--- config.mk ---
export PLATFORM = sky130hd
export DESIGN_NAME = key_dir_queue
export DESIGN_NICKNAME = d
export VERILOG_FILES = /design/src/rtl/key_dir_pkg.sv /design/src/rtl/dir_fifo.sv /design/src/rtl/key_dir_queue.sv
export SDC_FILE = /design/constraint.sdc
export NUM_CORES = 1
export LEC_CHECK = 0
export ABC_CLOCK_PERIOD_IN_PS = 3200
export CAP_MARGIN = 20
export CELL_PAD_IN_SITES_DETAIL_PLACEMENT = 1
export CELL_PAD_IN_SITES_GLOBAL_PLACEMENT = 1
export CORE_MARGIN = 2
export CORE_UTILIZATION = 43
export CTS_CLUSTER_SIZE = 14
export DETAILED_ROUTE_END_ITERATION = 16
export PLACE_DENSITY_LB_ADDON = 0.1
export SLEW_MARGIN = 40
export SYNTH_ARGS = -nofsm -noshare
export SYNTH_HDL_FRONTEND = slang
export SYNTH_SLANG_ARGS = --single-unit
--- constraint.sdc ---
create_clock -name Clk -period 3.2 [get_ports Clk]
set_input_delay 0.48 -clock Clk [delete_from_list [all_inputs] [get_ports Clk]]
set_output_delay 0.48 -clock Clk [all_outputs]
set_load 0.1 [all_outputs]
--- src/rtl/key_dir_pkg.sv ---
// Shared types and helpers for the W/A/S/D direction queue.
// Keycode constants, direction enum and encode/decode functions.
package key_dir_pkg;

  typedef enum logic [1:0] {
    DIR_L = 2'b00,
    DIR_R = 2'b01,
    DIR_D = 2'b10,
    DIR_U = 2'b11
  } dir_t;

  localparam logic [7:0] KEY_A = 8'h04;
  localparam logic [7:0] KEY_D = 8'h07;
  localparam logic [7:0] KEY_S = 8'h16;
  localparam logic [7:0] KEY_W = 8'h1A;

  typedef struct packed {
    logic valid;
    dir_t dir;
  } key_dec_t;

  function automatic key_dec_t key_to_dir(
    input logic [7:0] key
  );
    key_dec_t r;
    r = '{valid: 1'b0, dir: DIR_L};
    unique case (1'b1)
      key == KEY_A: r = '{valid: 1'b1, dir: DIR_L};
      key == KEY_D: r = '{valid: 1'b1, dir: DIR_R};
      key == KEY_S: r = '{valid: 1'b1, dir: DIR_D};
      key == KEY_W: r = '{valid: 1'b1, dir: DIR_U};
      default: r = '{valid: 1'b0, dir: DIR_L};
    endcase
    return r;
  endfunction

  function automatic logic [7:0] dir_to_key(
    input dir_t d
  );
    logic [7:0] k;
    case (d)
      DIR_L:   k = KEY_A;
      DIR_R:   k = KEY_D;
      DIR_D:   k = KEY_S;
      default: k = KEY_W;
    endcase
    return k;
  endfunction

  // L<->R and D<->U differ only in the low bit.
  function automatic dir_t opposite(
    input dir_t d
  );
    return dir_t'({d[1], ~d[0]});
  endfunction

endpackage

--- src/rtl/dir_fifo.sv ---
// Circular buffer of direction commands, DEPTH entries of dir_t.
// Exposes head for popping and tail for duplicate filtering.
import key_dir_pkg::*;

module dir_fifo #(
  parameter int DEPTH = 4,
  parameter int CW    = $clog2(DEPTH + 1)
) (
  input  logic          clk,
  input  logic          rst,
  input  logic          push,
  input  logic          pop,
  input  dir_t          data,
  output dir_t          head,
  output dir_t          tail,
  output logic          full,
  output logic          empty,
  output logic [CW-1:0] count
);

  localparam int AW = $clog2(DEPTH);

  dir_t           mem [DEPTH];
  logic [AW-1:0]  wr_ptr;
  logic [AW-1:0]  rd_ptr;

  assign head  = mem[rd_ptr];
  assign tail  = mem[wr_ptr - AW'(1)];
  assign full  = (count == CW'(DEPTH));
  assign empty = (count == '0);

  // Full push+pop is safe: head is read before the slot is overwritten.
  always_ff @(posedge clk or posedge rst) begin
    if (rst) begin
      wr_ptr <= '0;
      rd_ptr <= '0;
      count  <= '0;
      for (int i = 0; i < DEPTH; i++) begin
        mem[i] <= DIR_L;
      end
    end else begin
      if (push) begin
        mem[wr_ptr] <= data;
        wr_ptr      <= wr_ptr + AW'(1);
      end
      if (pop) begin
        rd_ptr <= rd_ptr + AW'(1);
      end
      unique case ({push, pop})
        2'b10:   count <= count + CW'(1);
        2'b01:   count <= count - CW'(1);
        default: count <= count;
      endcase
    end
  end

endmodule

--- src/rtl/key_dir_queue.sv ---
// Keycode stream to queued direction commands, one released per frame.
// Define REVERSE_REJECT_EN to drop presses opposite the reference dir.
import key_dir_pkg::*;

module key_dir_queue #(
  parameter int DEPTH = 4,
  parameter int CW    = $clog2(DEPTH + 1)
) (
  input  logic          Clk,
  input  logic          Reset,
  input  logic [7:0]    keycode_in,
  input  logic          frame_tick,
  output logic [7:0]    keycode_out,
  output logic [1:0]    dir_out,
  output logic          dir_valid,
  output logic [CW-1:0] q_count,
  output logic          overflow
);

  logic [7:0] key_r;
  logic [7:0] prev;
  dir_t       cur_dir;

  key_dec_t   dec;
  logic       press;
  logic       ref_ok;
  dir_t       ref_dir;
  logic       dup;
  logic       rev;
  logic       accept;
  logic       push;
  logic       pop;
  logic       drop;

  dir_t       head;
  dir_t       tail;
  logic       full;
  logic       empty;

  dir_fifo #(
    .DEPTH (DEPTH),
    .CW    (CW)
  ) u_fifo (
    .clk   (Clk),
    .rst   (Reset),
    .push  (push),
    .pop   (pop),
    .data  (dec.dir),
    .head  (head),
    .tail  (tail),
    .full  (full),
    .empty (empty),
    .count (q_count)
  );

  // Reference is taken before any pop in this cycle.
  always_comb begin
    dec     = key_to_dir(key_r);
    press   = dec.valid && (key_r != prev);
    ref_ok  = !empty || dir_valid;
    ref_dir = empty ? cur_dir : tail;
    dup     = ref_ok && (dec.dir == ref_dir);
`ifdef REVERSE_REJECT_EN
    rev     = ref_ok && (dec.dir == opposite(ref_dir));
`else
    rev     = 1'b0;
`endif
    accept  = press && !dup && !rev;
    pop     = frame_tick && !empty;
    push    = accept && (!full || pop);
    drop    = accept && full && !pop;
  end

  always_ff @(posedge Clk or posedge Reset) begin
    if (Reset) begin
      key_r       <= 8'h00;
      prev        <= 8'h00;
      cur_dir     <= DIR_L;
      dir_valid   <= 1'b0;
      keycode_out <= 8'h00;
      overflow    <= 1'b0;
    end else begin
      key_r    <= keycode_in;
      prev     <= key_r;
      overflow <= drop;
      if (pop) begin
        cur_dir     <= head;
        dir_valid   <= 1'b1;
        keycode_out <= dir_to_key(head);
      end
    end
  end

  assign dir_out = cur_dir;

endmodule

==> out/summary.txt, run 1 <==
Outcome: complete, no violations
Post-synth EDFFs: 0
Critical-path top delay cell: dfrtp_1
Antenna diode count: 0
Site row count: 23
Boundary Pins: 26
Via Count: 1187
Final period util: 0.929
Tightest Pin Transition: 0.657 ns
Crit path launch type: register
DIE AREA: 4800 sq um
Metal3 WL: 143 um
Worst path cell trace: inv_1 -> ha_1 -> mux4_2 -> or4_1 -> nand3_1 -> a21oi_2 -> nor3b_4 -> inv_1 -> ha_1 -> inv_1 -> fa_1 -> xor2_1 -> nor2_1 -> xor2_1
Max-cap viol count: 0
Buffer depth of the longest clock path: 2
Setup TNS: 0 ns
Buffers on Ports: 22
Clock Tree Root: clkbuf_8
CTS tree: done
Routed wire length: 3760 um
Post-synthesis cell area: 1830 sq um
Syn Inst Count: 147
Synth warnings: 0
Crit path required time: 3.38 ns
# setup viols final: 0
Reg clk slew, reported paths: 0.08 ns
Post-layout minimum cycle time: 2.97 ns
Setup slack after layout: 0.226 ns
P per Cell Area: 668 nW/um^2
Worst Path Buf+Inv: 3
Ys flop type: dfrtp_1
WHS: 0.445 ns
Worst-Skew Late Latency: 0.29 ns
DRT iter0 DRCs: 76
Drt wl/cell: 16.3 um
Fin nets: 197
M1 WL: 1720 um
Syn_area_per_cell: 12.5 sq um
Area post-placement: 2080 sq um
Critical Path Fanout Max: 4
Routed wl met2: 1870 um
H-tree depth: 2
DRC Markers: 0
CP endpoint kind: register
Layout cells sized above 1: 0.204
GRT Util Overall: 0.173
Peak supply drop: 0.000291 V
# fillers: 426
Starting Density: 0.452
Min-delay worst type: reg -> reg
Pin count of the biggest net entering global routing: 25
Gp weighted congestion: 0.827
Hpwl dp: 2900 um
Post-route ant nets: 0
Final-report hold violation count: 0
Peak per-stage delay on the critical path: 0.40 ns
Final slew viol count: 0
Initial antenna violation count: 0
Synth unique cells: 34
Post-synth ARST share: 1.00
Die Y: 69.3 um
First-pass GRT wire length: 6380 um
Place WS: 0.0561 ns
Number of clock sinks: 40
TritonCTS Buffers: 5
Skew final: 0.00397 ns
DIE WIDTH: 69.3 um
Number of global-route vias before repair: 1282
Power Total: 1480 uW
Worst relative slew slack: 0.562
Final instance area: 2210 sq um
RSZ-0062 raised after global routing: false
CP arrival: 3.15 ns
Max layer used: met4
Area Growth Syn to Fin: 20.7%
Total congestion overflow: 0
Fmax: 336 MHz
#FFs+latches synth: 40
Crit path max-delay family: simple AND/OR/NAND/NOR gates
Setup Crit Path Kind: reg -> reg
CP dominant cell by count: inv_1
Core Footprint: 4060 sq um
Leakage: 0.00103 uW
Register area share after synthesis: 0.546
Drt pass-1 iters: 3
Drt via density: 5.14
-- final timing paths --
| check | from | end | slack [ns] | cells past startpoint |
|---|---|---|---|---|
| worst min-delay path | key_r[5]$_DFF_PP0_ | prev[5]$_DFF_PP0_ | 0.44 | 0 |
| worst max register to register | u_fifo.wr_ptr[1]$_DFFE_PP0P_ | u_fifo.count[2]$_DFFE_PP0P_ | 0.23 | 14 |
| max in group asynchronous | Reset | u_fifo.mem[7]$_DFFE_PP0P_ | 1.86 | 3 |
| worst max-delay path | u_fifo.wr_ptr[1]$_DFFE_PP0P_ | u_fifo.count[2]$_DFFE_PP0P_ | 0.23 | 14 |
| worst min register to register | key_r[5]$_DFF_PP0_ | prev[5]$_DFF_PP0_ | 0.44 | 0 |
| min in group asynchronous | Reset | keycode_out[1]$_DFFE_PP0P_ | 0.57 | 2 |
-- report_power, final --
group          internal (uW)  total [uW]  switching (uW)
combinational            149         452             303
sequential               555         618            63.3
clock                    231         409             178
total                    935        1480             544
-- per-layer routing --
metal,GRT usage,vias up
met5,0,-
met4,0.0654,0
met3,0.0523,3
met2,0.270,23
met1,0.227,596
li1,-,565
-- cell usage after synthesis (2+ instances only) --
cell type   n  share of area
nor4_1      2         0.0068
o21ai_0     3         0.0082
or4b_2      2          0.011
xor2_1     10          0.048
xnor2_1     6          0.029
nor3_1      3         0.0082
mux4_2      4          0.049
mux2_1      8          0.049
nand3_1     2         0.0055
nand2b_1    3          0.010
or4_1       2         0.0082
mux2i_1     2          0.011
nor2_1      2         0.0041
ha_1        5          0.034
nand2_1    19          0.039
or3_1       4          0.014
o31ai_1     2         0.0082
dfrtp_1    40           0.55
or4bb_1     2          0.012
a21oi_1     2         0.0055
buf_4       3          0.012
inv_1       9          0.018
-- what timing repair did --
action / CTS / global route
buffers inserted: 0 / 2
setup endpoints to repair: 0 / 2
hold buffers: 0 / 0
gates resized for setup: 0 / 1
-- registers in the layout, summed over array words and instances, names as in the netlist --
name and cells:
prev 8, u_fifo.rd_ptr 2, overflow 1, u_fifo.count 3, dir_out 2, key_r 8, keycode_out 5, u_fifo.mem 8
u_fifo.wr_ptr 2, dir_valid 1
-- cells by family (layout without fill, tap and decap cells) --
family / count (synthesis) / after routing / synth area share
fa+ha+maj: 6 / 6 / 0.0451
buf+inv: 13 / 45 / 0.0328
mux: 15 / 15 / 0.115
flops: 40 / 40 / 0.546
other cells: 1 / 3 / 0.00205
simple gates: 46 / 46 / 0.147
xor+xnor: 16 / 16 / 0.0764
compound gates: 10 / 10 / 0.0355
-- cell type report --
cell class,count,area (sq um),area share
Clock buffer,5,68.8,0.0311
Clock inverter,3,42.5,0.0192
Inverter,9,33.8,0.0153
Multi-Input combinational cell,96,786,0.355
Sequential cell,40,1000,0.452
Tap cell,50,62.6,0.0283
Timing Repair Buffer,28,218,0.0984
-- per-stage QoR --
| stage | cells | utilization |
|---|---|---|
| after floorplan | 149 | - |
| after global placement | 221 | 0.521 |
| after detailed placement | 221 | 0.512 |
| after CTS | 229 | 0.540 |
| after global routing | 231 | 0.545 |
| final | 231 | 0.545 |
-- layout by cell type, fill, tap and decap left out, types with 2 or more instances in the layout --
cell             Yosys  routed
o21ai_0              3       3
mux2_1               8       8
ha_1                 5       5
nand2b_1             3       3
mux2i_1              2       2
xnor2_1              6       6
nand2_1             19      19
buf_4                3      11
a21oi_1              2       2
or4b_2               2       2
or3_1                4       4
clkdlybuf4s50_1      0      10
clkbuf_8             0       5
nor3_1               3       3
nand3_1              2       2
inv_1                9       9
o31ai_1              2       2
dfrtp_1             40      40
or4_1                2       2
nor4_1               2       2
conb_1               1       3
buf_2                0       7
or4bb_1              2       2
mux4_2               4       4
xor2_1              10      10
nor2_1               2       2
Note: power is estimated with default switching activity, not from simulation.
==> run 2: changes to the inputs <==
--- a/config.mk
+++ b/config.mk
@@ -14,6 +14,7 @@
 export CTS_CLUSTER_SIZE = 14
 export DETAILED_ROUTE_END_ITERATION = 16
 export PLACE_DENSITY_LB_ADDON = 0.1
+export SETUP_SLACK_MARGIN = 0.2
 export SLEW_MARGIN = 40
 export SYNTH_ARGS = -nofsm -noshare
 export SYNTH_HDL_FRONTEND = slang
==> run 2 against run 1 <==
Effect of this change: critical path depth decreased by 4; register-to-register slack improved by 0.06 ns; wire length increased by 7.0%; core utilization increased by 2.3 points; first-iteration DRC count decreased by 32%; flip-flop and latch count unchanged; critical path type unchanged; critical endpoint is now u_fifo.count[1]$_DFFE_PP0P_; largest cell class unchanged.
==> out/summary.txt, run 2 (same netlist as run 1, synthesis figures left out) <==
Area post-placement: 2090 sq um
Peak per-stage delay on the critical path: 0.55 ns
Area Growth Syn to Fin: 25.7%
Met1 usage: 0.245
DRT iter0 DRCs: 52
CP arrival: 3.12 ns
Via Count: 1248
Crit path max-delay family: simple AND/OR/NAND/NOR gates
Met3 GRT Util: 0.0538
Fin nets: 204
Starting Density: 0.452
Drt wl/cell: 16.9 um
Core Footprint: 4060 sq um
H-tree depth: 2
Final-report hold violation count: 0
Boundary Pins: 26
Worst path cell trace: or4b_4 -> or4_4 -> nand3_2 -> a21oi_4 -> nor3b_2 -> inv_1 -> ha_2 -> inv_1 -> fa_1 -> mux2i_1
CP endpoint kind: register
Pin count of the biggest net entering global routing: 25
Buffer depth of the longest clock path: 2
Worst relative slew slack: 0.552
Cts hold-fix bufs: 0
Final instance area: 2300 sq um
Hpwl dp: 2970 um
Skew final: 0.00547 ns
Gp weighted congestion: 0.850
Dpl cells: 221
Outcome: complete, no violations
Number of clock sinks: 40
Worst-Skew Late Latency: 0.29 ns
Total congestion overflow: 0
Final period util: 0.910
CP dominant cell by count: inv_1
Peak supply drop: 0.000449 V
Max-cap viol count: 0
Clock Tree Root: clkbuf_8
Setup Crit Path Kind: reg -> reg
Drt pass-1 iters: 4
Fmax: 343 MHz
Critical Path Fanout Max: 6
Antenna diode count: 0
Power Total: 1510 uW
Die Y: 69.3 um
GRT busiest layer: met2
Drt via density: 5.24
DIE WIDTH: 69.3 um
Crit path launch type: register
Commonest non-fill, non-tap cell in the layout: dfrtp_1
Setup TNS: 0 ns
DIE AREA: 4800 sq um
Most frequent cells in the layout: dfrtp_1 (36), buf_4 (20), nand2_1 (19)
Non-filler cells, final: 238
# setup viols final: 0
Site row count: 23
Initial antenna violation count: 0
Min-delay worst type: reg -> reg
Routed wire length: 4020 um
Post-layout minimum cycle time: 2.91 ns
Final Util: 0.568
Crit path required time: 3.41 ns
RSZ-0062 raised after global routing: true
Worst Path Buf+Inv: 2
Leakage: 0.00107 uW
Layout cells sized above 1: 0.293
Post-route ant nets: 0
Number of global-route vias before repair: 1321
Leading registers by flop count: key_r x8, prev x8, u_fifo.mem x8
Final slew viol count: 0
Buffers on Ports: 22
GR Util met2: 0.299
First-pass GRT wire length: 6850 um
GRT Util Overall: 0.187
DRC Markers: 0
P per Cell Area: 656 nW/um^2
Critical-path top delay cell: or4_4
Reg clk slew, reported paths: 0.08 ns
CTS tree: done
Tightest Pin Transition: 0.672 ns
TritonCTS Buffers: 5
[run 2: stage by stage]
step                worst slack (ns)  hold WS, ns
finish                         0.287        0.457
global route                  0.0643        0.480
floorplan                      0.248        0.407
CTS                            0.211        0.476
global placement               0.219        0.415
detailed placement            0.0737        0.434
[run 2: worst reg2reg max path: stages, from the launching register on]
cell     delay (ns)
dfrtp_1        0.42
or4b_4         0.54
or4_4          0.55
nand3_2        0.11
a21oi_4        0.08
nor3b_2        0.23
inv_1          0.07
ha_2           0.19
inv_1          0.07
fa_1           0.41
mux2i_1        0.15
[run 2: power by group]
group / switching, uW / internal [uW]
registers: 66.0 / 559
clock network: 171 / 231
logic: 314 / 168
[run 2: what timing repair did]
item,CTS,global route
buffers inserted,4,5
endpoints found under the setup margin,2,2
pin swaps,1,5
gates resized for setup,1,10
hold endpoints to repair,0,0
[run 2: final timing paths]
kind                               startpoint                     endpoint  slack, ns  depth (start not counted)
setup / recovery           key_r[6]$_DFF_PP0_  u_fifo.count[1]$_DFFE_PP0P_       0.29                         10
hold / removal             key_r[1]$_DFF_PP0_            prev[1]$_DFF_PP0_       0.46                          0
setup reg to reg           key_r[6]$_DFF_PP0_  u_fifo.count[1]$_DFFE_PP0P_       0.29                         10
hold reg to reg            key_r[1]$_DFF_PP0_            prev[1]$_DFF_PP0_       0.46                          0
max in group asynchronous               Reset           key_r[1]$_DFF_PP0_       1.81                          3
min in group asynchronous               Reset        dir_valid$_DFFE_PP0P_       0.61                          2
[run 2: layer usage]
metal / vias up / share of wire / wire [um]
met1: 637 / 0.45 / 1790
met3: 6 / 0.030 / 122
met2: 23 / 0.51 / 2060
met5: - / 0 / 0
met4: 0 / 0.0095 / 38
li1: 582 / - / -
[run 2: cell type report]
class | instances | area (sq um)
fill | 424 | 1750
sequential | 40 | 1010
multi-input combinational | 96 | 818
timing repair buffer | 35 | 275
clock buffer | 6 | 72.6
tap | 50 | 62.6
clock inverter | 2 | 35.0
inverter | 9 | 33.8
==> run 3: changes to the inputs <==
--- a/config.mk
+++ b/config.mk
@@ -5,7 +5,6 @@
 export SDC_FILE = /design/constraint.sdc
 export NUM_CORES = 1
 export LEC_CHECK = 0
-export ABC_CLOCK_PERIOD_IN_PS = 3200
 export CAP_MARGIN = 20
 export CELL_PAD_IN_SITES_DETAIL_PLACEMENT = 1
 export CELL_PAD_IN_SITES_GLOBAL_PLACEMENT = 1
==> results of run 3 <==
Same layout as run 2: the final DEF is identical, and so are final timing and power.
